### src/rtl/stream_demux_pkg.sv
// Shared types and constants for the stream_demux block: FSM state encoding,
// output port identifiers and the routing-target helper.
package stream_demux_pkg;

   typedef enum logic [1:0] {
      ST_IDLE   = 2'd0,
      ST_ROUTE0 = 2'd1,
      ST_ROUTE1 = 2'd2
   } state_e;

   localparam logic PORT0 = 1'b0;
   localparam logic PORT1 = 1'b1;

   // Port a beat goes to: in_sel only while no packet is open, otherwise the locked port.
   function automatic logic route_target(input state_e st, input logic sel);
      logic tgt;
      tgt = PORT0;
      case (st)
         ST_IDLE:   tgt = sel;
         ST_ROUTE0: tgt = PORT0;
         ST_ROUTE1: tgt = PORT1;
         default:   tgt = PORT0;
      endcase
      return tgt;
   endfunction

endpackage

### src/rtl/stream_demux_if.sv
// Handshake bundle of stream_demux: one input stream and two output streams.
// Optional beat counters appear only when STREAM_DEMUX_CNT_EN is defined.
interface stream_demux_if #(
   parameter int WIDTH = 8
`ifdef STREAM_DEMUX_CNT_EN
   , parameter int CNT_W = 16
`endif
);
   logic             in_valid;
   logic             in_ready;
   logic [WIDTH-1:0] in_data;
   logic             in_sel;
   logic             in_last;
   logic             out0_valid;
   logic             out0_ready;
   logic [WIDTH-1:0] out0_data;
   logic             out0_last;
   logic             out1_valid;
   logic             out1_ready;
   logic [WIDTH-1:0] out1_data;
   logic             out1_last;
`ifdef STREAM_DEMUX_CNT_EN
   logic [CNT_W-1:0] cnt0;
   logic [CNT_W-1:0] cnt1;
`endif

   // Demux side.
   modport slave (
      input  in_valid, in_data, in_sel, in_last, out0_ready, out1_ready,
      output in_ready, out0_valid, out0_data, out0_last,
             out1_valid, out1_data, out1_last
`ifdef STREAM_DEMUX_CNT_EN
      , output cnt0, cnt1
`endif
   );

   // Producer/consumer side.
   modport master (
      output in_valid, in_data, in_sel, in_last, out0_ready, out1_ready,
      input  in_ready, out0_valid, out0_data, out0_last,
             out1_valid, out1_data, out1_last
`ifdef STREAM_DEMUX_CNT_EN
      , input cnt0, cnt1
`endif
   );

endinterface

### src/rtl/stream_demux_slot.sv
// demux_slot: one-entry output register slot with valid/ready drain and an
// optional delivered-beat counter (STREAM_DEMUX_CNT_EN).
module demux_slot #(
   parameter int WIDTH = 8
`ifdef STREAM_DEMUX_CNT_EN
   , parameter int CNT_W = 16
`endif
) (
   input  logic             clk,
   input  logic             rst_n,
   input  logic             wr_en,
   input  logic [WIDTH-1:0] wr_data,
   input  logic             wr_last,
   input  logic             ready,
   output logic             valid,
   output logic [WIDTH-1:0] data,
   output logic             last,
   output logic             slot_free
`ifdef STREAM_DEMUX_CNT_EN
   , output logic [CNT_W-1:0] cnt
`endif
);

   logic             valid_r;
   logic [WIDTH-1:0] data_r;
   logic             last_r;

   // Slot register: a write wins over a drain so drain+fill keeps full throughput.
   always_ff @(posedge clk or negedge rst_n) begin
      if (!rst_n) begin
         valid_r <= 1'b0;
         data_r  <= {WIDTH{1'b0}};
         last_r  <= 1'b0;
      end else if (wr_en) begin
         valid_r <= 1'b1;
         data_r  <= wr_data;
         last_r  <= wr_last;
      end else if (ready) begin
         valid_r <= 1'b0;
      end else begin
         valid_r <= valid_r;
      end
   end

   assign valid     = valid_r;
   assign data      = data_r;
   assign last      = last_r;
   assign slot_free = !valid_r || ready;

`ifdef STREAM_DEMUX_CNT_EN
   logic [CNT_W-1:0] cnt_r;

   // Delivered-beat counter, wraps naturally at 2^CNT_W.
   always_ff @(posedge clk or negedge rst_n) begin
      if (!rst_n) begin
         cnt_r <= {CNT_W{1'b0}};
      end else if (valid_r && ready) begin
         cnt_r <= cnt_r + CNT_W'(1);
      end else begin
         cnt_r <= cnt_r;
      end
   end

   assign cnt = cnt_r;
`endif

endmodule

### src/rtl/stream_demux.sv
// stream_demux: 1-to-2 packet demultiplexer, port locked from first beat to last beat.
// Per-port beat counters are added when STREAM_DEMUX_CNT_EN is defined.
module stream_demux
   import stream_demux_pkg::*;
#(
   parameter int WIDTH = 8
`ifdef STREAM_DEMUX_CNT_EN
   , parameter int CNT_W = 16
`endif
) (
   input  logic           clk,
   input  logic           rst_n,
   stream_demux_if.slave  bus
);

   state_e state_r;
   state_e state_next_s;
   logic   target_s;
   logic   free0_s;
   logic   free1_s;
   logic   in_ready_s;
   logic   accept_s;
   logic   wr0_s;
   logic   wr1_s;

   assign target_s    = route_target(state_r, bus.in_sel);
   assign in_ready_s  = (target_s == PORT1) ? free1_s : free0_s;
   assign accept_s    = bus.in_valid && in_ready_s;
   assign wr0_s       = accept_s && (target_s == PORT0);
   assign wr1_s       = accept_s && (target_s == PORT1);
   assign bus.in_ready = in_ready_s;

   // Packet-lock state register.
   always_ff @(posedge clk or negedge rst_n) begin
      if (!rst_n) begin
         state_r <= ST_IDLE;
      end else begin
         state_r <= state_next_s;
      end
   end

   // Next state: open a packet on a non-last beat, close it on the last beat.
   always_comb begin
      state_next_s = state_r;
      if (accept_s) begin
         if (bus.in_last) begin
            state_next_s = ST_IDLE;
         end else if (target_s == PORT1) begin
            state_next_s = ST_ROUTE1;
         end else begin
            state_next_s = ST_ROUTE0;
         end
      end else if ((state_r == ST_IDLE) || (state_r == ST_ROUTE0) || (state_r == ST_ROUTE1)) begin
         state_next_s = state_r;
      end else begin
         state_next_s = ST_IDLE;
      end
   end

   demux_slot #(
      .WIDTH (WIDTH)
`ifdef STREAM_DEMUX_CNT_EN
      , .CNT_W (CNT_W)
`endif
   ) u_slot0 (
      .clk       (clk),
      .rst_n     (rst_n),
      .wr_en     (wr0_s),
      .wr_data   (bus.in_data),
      .wr_last   (bus.in_last),
      .ready     (bus.out0_ready),
      .valid     (bus.out0_valid),
      .data      (bus.out0_data),
      .last      (bus.out0_last),
      .slot_free (free0_s)
`ifdef STREAM_DEMUX_CNT_EN
      , .cnt     (bus.cnt0)
`endif
   );

   demux_slot #(
      .WIDTH (WIDTH)
`ifdef STREAM_DEMUX_CNT_EN
      , .CNT_W (CNT_W)
`endif
   ) u_slot1 (
      .clk       (clk),
      .rst_n     (rst_n),
      .wr_en     (wr1_s),
      .wr_data   (bus.in_data),
      .wr_last   (bus.in_last),
      .ready     (bus.out1_ready),
      .valid     (bus.out1_valid),
      .data      (bus.out1_data),
      .last      (bus.out1_last),
      .slot_free (free1_s)
`ifdef STREAM_DEMUX_CNT_EN
      , .cnt     (bus.cnt1)
`endif
   );

endmodule

### src/flat_wrapper.sv
// flat-port wrapper written by rule: the top's interface ports become plain ports
module stream_demux_flat import stream_demux_pkg::*;
#(
   parameter int WIDTH = 8

)
  (clk, rst_n, bus_in_valid, bus_in_data, bus_in_sel, bus_in_last, bus_out0_ready, bus_out1_ready, bus_in_ready, bus_out0_valid, bus_out0_data, bus_out0_last, bus_out1_valid, bus_out1_data, bus_out1_last);
  stream_demux_if #(.WIDTH(WIDTH)) bus_i ();
  input  logic clk;
  input  logic rst_n;
  input wire logic [$bits(bus_i.in_valid)-1:0] bus_in_valid;
  input wire logic [$bits(bus_i.in_data)-1:0] bus_in_data;
  input wire logic [$bits(bus_i.in_sel)-1:0] bus_in_sel;
  input wire logic [$bits(bus_i.in_last)-1:0] bus_in_last;
  input wire logic [$bits(bus_i.out0_ready)-1:0] bus_out0_ready;
  input wire logic [$bits(bus_i.out1_ready)-1:0] bus_out1_ready;
  output wire logic [$bits(bus_i.in_ready)-1:0] bus_in_ready;
  output wire logic [$bits(bus_i.out0_valid)-1:0] bus_out0_valid;
  output wire logic [$bits(bus_i.out0_data)-1:0] bus_out0_data;
  output wire logic [$bits(bus_i.out0_last)-1:0] bus_out0_last;
  output wire logic [$bits(bus_i.out1_valid)-1:0] bus_out1_valid;
  output wire logic [$bits(bus_i.out1_data)-1:0] bus_out1_data;
  output wire logic [$bits(bus_i.out1_last)-1:0] bus_out1_last;
  assign bus_i.in_valid = bus_in_valid;
  assign bus_i.in_data = bus_in_data;
  assign bus_i.in_sel = bus_in_sel;
  assign bus_i.in_last = bus_in_last;
  assign bus_i.out0_ready = bus_out0_ready;
  assign bus_i.out1_ready = bus_out1_ready;
  assign bus_in_ready = bus_i.in_ready;
  assign bus_out0_valid = bus_i.out0_valid;
  assign bus_out0_data = bus_i.out0_data;
  assign bus_out0_last = bus_i.out0_last;
  assign bus_out1_valid = bus_i.out1_valid;
  assign bus_out1_data = bus_i.out1_data;
  assign bus_out1_last = bus_i.out1_last;
  stream_demux #(.WIDTH(WIDTH)) u_core (.clk(clk), .rst_n(rst_n), .bus(bus_i));
endmodule
### config.mk
export PLATFORM = sky130hd
export DESIGN_NAME = stream_demux_flat
export DESIGN_NICKNAME = d
export VERILOG_FILES = /design/src/rtl/stream_demux_pkg.sv /design/src/rtl/stream_demux_if.sv /design/src/rtl/stream_demux_slot.sv /design/src/rtl/stream_demux.sv /design/src/flat_wrapper.sv
export SDC_FILE = /design/constraint.sdc
export NUM_CORES = 1
export LEC_CHECK = 0
export ABC_AREA = 1
export BUFFER_PORTS_ARGS = -buffer_cell sky130_fd_sc_hd__buf_2
export CORE_UTILIZATION = 45
export DETAILED_ROUTE_END_ITERATION = 6
export PLACE_DENSITY = 0.75
export SLEW_MARGIN = 20
export SYNTH_ARGS = -nofsm -noshare
export SYNTH_HDL_FRONTEND = slang
export SYNTH_HIERARCHICAL = 1
export SYNTH_SLANG_ARGS = --single-unit
### constraint.sdc
create_clock -name clk -period 2.5 [get_ports clk]
set_clock_uncertainty 0.05 [all_clocks]
set_input_delay 0.5 -clock clk [delete_from_list [all_inputs] [get_ports clk]]
set_output_delay 0.5 -clock clk [all_outputs]
set_load 0.05 [all_outputs]
## Word level (Yosys, flattened, before mapping)

Index checks and enable logic that the tools add are counted.

| storage, ports and cells | value |
|---|---|
| flip-flop bits (word level) | 22 |
| bits of input ports | 15 |
| output and inout port bits | 21 |
| word-level logic and storage cells | 33 |

| operators by class | value |
|---|---|
| equal/unequal tests | 3 |
| mux-type cells | 10 |
| bitwise gates (word level) | 1 |
| reduce and logical (&&, ||, !) cells | 12 |

Operator list:

| operator | count |
|---|---|
| $mux W2 | 4 |
| $mux W1 | 5 |
| $logic_or A1 B1 Y1 | 4 |
| $reduce_bool A2 Y1 | 2 |
| $logic_and A1 B1 Y1 | 3 |
| $eq A2 B1 Y1 const B | 1 |
| $eq A2 B2 Y1 const B | 1 |
| $logic_not A1 Y1 | 2 |
| $logic_not A2 Y1 | 1 |
| $ne A2 B1 Y1 const B | 1 |
| $pmux W1 S2 | 1 |
| $not A1 Y1 | 1 |

## Longest topological paths before layout

| logic depth | value |
|---|---|
| depth after elaboration | 6 |
| mapped depth | 10 |
| mapped depth without buffers | 9 |

## Hierarchy

Netlist, hierarchy kept.

By module, submodules not included:

| module | times used | cells an instance | area each (µm²) | sequential area each (µm²) |
|---|---|---|---|---|
| demux_slot | 2 | 42 | 377.9 | 250.2 |
| stream_demux | 1 | 22 | 155.1 | 50.0 |

## Worst setup path after synthesis

No wires, ideal clock.

| timing path | value |
|---|---|
| path type | reg2out |
| start point | register u_core.u_slot1.valid_r (netlist: u_core/u_slot1/valid) |
| end point | output port bus_in_ready |
| arrival time | 1292 ps |
| required time | 1950 ps |
| slack | 658 ps |
| cell stages (with the launch flop) | 5 |
| cells stage by stage | dfrtp_1 nand2_1 inv_1 nand3_1 and2_1 |

| on the way | value |
|---|---|
| word-level cells in the longest chain between the ends | 3 |

RTL lines:

| item | RTL line | source |
|---|---|---|
| start, declared | stream_demux_slot.sv:24 | `logic valid_r;` |
| start signal, assigned | stream_demux_slot.sv:41 | `valid_r <= valid_r;` |
| $logic_not A1 Y1 | stream_demux_slot.sv:48 | `assign slot_free = !valid_r \|\| ready;` |
| $logic_or A1 B1 Y1 | stream_demux_slot.sv:48 |  |
| named net u_core.free1_s | stream_demux.sv:20 | `logic free1_s;` |
| $mux W1 | stream_demux.sv:27 | `assign in_ready_s = (target_s == PORT1) ? free1_s : free0_s;` |
| end, declared | flat_wrapper.sv:17 | `output wire logic [$bits(bus_i.in_ready)-1:0] bus_in_ready;` |

The timed path passes the listed nets, and every way through them passes these cells.

## Final worst setup path

| timing path | value |
|---|---|
| start point | register u_core.state_r[1] |
| end point | output port bus_in_ready |

| on the way | value |
|---|---|
| word-level cells in the longest chain between the ends | 3 |
| elaborated cells on any way between the ends | 4 |
| classes of those cells | eq/ne: 1; mux: 2; reduce/logical: 1 |

RTL lines:

| item | RTL line | source |
|---|---|---|
| start, declared | stream_demux.sv:16 | `state_e state_r;` |
| start signal, assigned | stream_demux.sv:38 | `state_r <= state_next_s;` |
| $eq A2 B2 Y1 / $logic_not A2 Y1 (equally long branches) | stream_demux_pkg.sv:18 | `case (st)` |
| $pmux W1 S2 (*) | stream_demux_pkg.sv:18 |  |
| $mux W1 (*) | stream_demux.sv:27 |  |

Mark *: on every way between the ends. The rest lies on a longest branch, timed or not.

==> impl_results.md <==
* Crit end category: primary output
* Sum Neg Setup Slack at 0 ns
* Finished Core Util at 64.5%
* Vias per std cell at between 4 and 5
* Tightest Pin Transition at roughly 0.48 ns
* Synth-to-layout area growth at 27.6%
* Die W at about 47 µm
* Worst vdd ir at 734 µV
* Sw Share at between 40 and 50%
* Commonest cells after routing, fill and taps aside: nand2_1 (63), buf_2 (35), dfrtp_1 (22), inv_1 (7)
* Number of I/O pins at 36
* Clock power share at 16.9%
* Largest net degree at the start of global routing at 23
* RSZ-0062 raised after global routing: no
* Largest family of logic cells by synthesized area: simple AND/OR/NAND/NOR gates
* Tmin final at 1.92 ns
* Delay-heaviest family, CP: flip-flops
* Final estimated routing congestion in global placement at 0.815
* Post-Place Cells at approximately 170
* CP Data Arrival Time at approximately 1.4 ns
* Die footprint at between 2000 and 2500 µm²
* Final wirelength at between 1500 and 2000 µm
* Reg2Reg Setup Slack at 1.03 ns
* Crit Path Category: flip-flop to primary output
* IO buf count at 35
* Ant diodes at 0
* Non-filler cells, final at 170
* Leading post-synthesis cells by cell area: dfrtp_1 (60%), nand2_1 (26%), inv_1 (2.9%), buf_6 (2.5%), nand3_1 (1.6%)
* Routed WL per cell at ~11 µm
* Antenna viol nets, final at 0
* Post-layout net count at 161
* Post-CTS sizing at 0
* Clk_lat worst skew at 0.30 ns
* Mapped cell area at slightly above 900 µm²
* Final Hold Vio Count at 0
* Yosys top cell by area: dfrtp_1
* CTS Buf Count at 3
* Status: completed
* CP max-delay cell: dfrtp_1
* H-tree Lvls at 1
* Via count at around 770
* CTS tree: yes
* CP startpoint kind: flip-flop
* Post-synthesis mux area share at 0%
* DR pass1 iterations at 4
* Clock-pin slew on the worst setup and hold paths at 0.12 ns
* Setup violators final at 0
* CP cell instances: o21ai_2 -> nand2_1 -> and2_1 -> buf_2
* Setup repair bufs after CTS at 0
* Register area share after synthesis at between 60% and 70%
* Ys Warns at 6
* Max_slew headroom at around two thirds
* CORE AREA at about 1800 µm²
* CTS sink cnt at 22
* GRT Util Overall at about a fifth
* Hold buffers post-CTS at 0
* Starting Density at between 50 and 60%
* Mapped Cells at about 110
* Adder-cell share of the synthesized area at 0%
* Yosys cell types at 12
* Post-Synth XOR/XNOR Area at 0%
* CTS Root Cell: clkbuf_4
* Max Freq at 520 MHz
* Initial DRC count at 13
* Hold Path Class: input port to asynchronous set/reset pin
* Final period utilization at around three quarters
* Placement Rows at 15
* Critical path's largest stage delay at 0.42 ns
* Max-cap violation count at 0
* Worst Path Buf+Inv at 1
* Syn_area_per_cell at 8.59 µm²
* Most common cell after layout, fill and taps aside: nand2_1
* Share of the synthesized area in the top cell type at 60.4%
* Simple-Gate Fraction of Synth Area at a little under a third
* CP Max Fanout at 3
* Leakage at 0.710 nW
* Slew Limit Fails at 0
* Fillers at between 150 and 200
* Seq pwr share at between 30% and 40%
* Max clock buf depth at 2
* Layout cells sized above 1 at about a third
* Synth Register Bits at 22
* DRC viols at 0
* Grt ovf at 0
* Psw at ~0.00079 W
* Cell Pwr Density at around 1400 nW/µm²
* Number of global-route vias before repair at approximately 700
* Gate power share at approximately 50%
* Synth Area in Compound Gates at 1.51%
* First-pass GRT wire length at 2860 µm
* Critical Path RT at slightly below 2 ns
* Initial antenna violation count at 0
* Syn Nets at roughly 120
* Die H at 47.0 µm
* Pint at around 0.00080 W
-- power by group through the flow --
stage               combinational [W]  clock, W  sequential (W)
floorplan                    0.000169         0        0.000983
global placement             0.000775         0        0.000550
detailed placement           0.000787         0        0.000551
CTS                          0.000787  0.000274        0.000546
global route                 0.000837  0.000289        0.000560
finish                       0.000782  0.000269        0.000544
-- worst paths after layout --
kind | startpoint | to | depth (start not counted)
worst max-delay path | u_core/state_r[1] | bus_in_ready | 4
worst min-delay path | rst_n | u_core/u_slot1/last | 1
worst max register to register | u_core/state_r[1] | u_core/u_slot0/data[3] | 9
worst min register to register | u_core/u_slot1/data[0] | u_core/u_slot1/data[0] | 2
max in group asynchronous | rst_n | u_core/u_slot0/last | 1
min in group clk | bus_in_data[5] | u_core/u_slot0/data[5] | 3
-- flip-flops by register name, indices dropped and copies added, names as in the netlist --
| signal | cells |
|---|---|
| u_core/u_slot0/data | 8 |
| u_core/u_slot0/valid | 1 |
| u_core/u_slot0/last | 1 |
| u_core/u_slot1/valid | 1 |
| u_core/u_slot1/data | 8 |
| u_core/u_slot1/last | 1 |
| u_core/state_r | 2 |
-- through the flow --
step	worst slack, ns	cell area [µm²]	hold slack (ns)	power [W]
2_1_floorplan	0.658	911	0.154	0.00115
3_3_place_gp	0.717	1110	0.400	0.00133
3_5_place_dp	0.708	1110	0.403	0.00134
4_1_cts	0.567	1160	0.0835	0.00161
5_1_grt	0.457	1160	0.101	0.00169
6_report	0.579	1160	0.0809	0.00160
-- kinds of logic (layout without fill, tap and decap cells) --
group	count (synthesis)	in the layout
AOI/OAI and AO/OA	2	2
buffers and inverters	12	51
DFF	22	22
and+or+nand+nor	70	70
-- layout make-up --
class / count / area [µm²] / share of cell area (%)
inverter: 10 / 37.5 / 3.23
multi-input combinational: 72 / 300 / 25.8
tap: 25 / 31.3 / 2.69
clock buffer: 3 / 22.5 / 1.94
clock inverter: 1 / 30.0 / 2.58
sequential: 22 / 551 / 47.4
timing repair buffer: 37 / 190 / 16.4
-- layer usage --
layer	share of wire [%]	routed length, µm	vias up	global-route usage [%]
met4	1.1	19	0	8.57
li1	-	-	398	-
met3	4.9	88	2	2.31
met2	44	781	27	28.3
met5	0	0	-	0
met1	50	905	339	27.9
-- cell usage after synthesis, drive strengths merged --
library cell   n
nand2         63
dfrtp         22
inv           10
nand3          4
buf            2
a21oi          1
and2           1
nand4          1
nor3b          1
o21ai          1
Note: power is estimated with default switching activity, not from simulation.
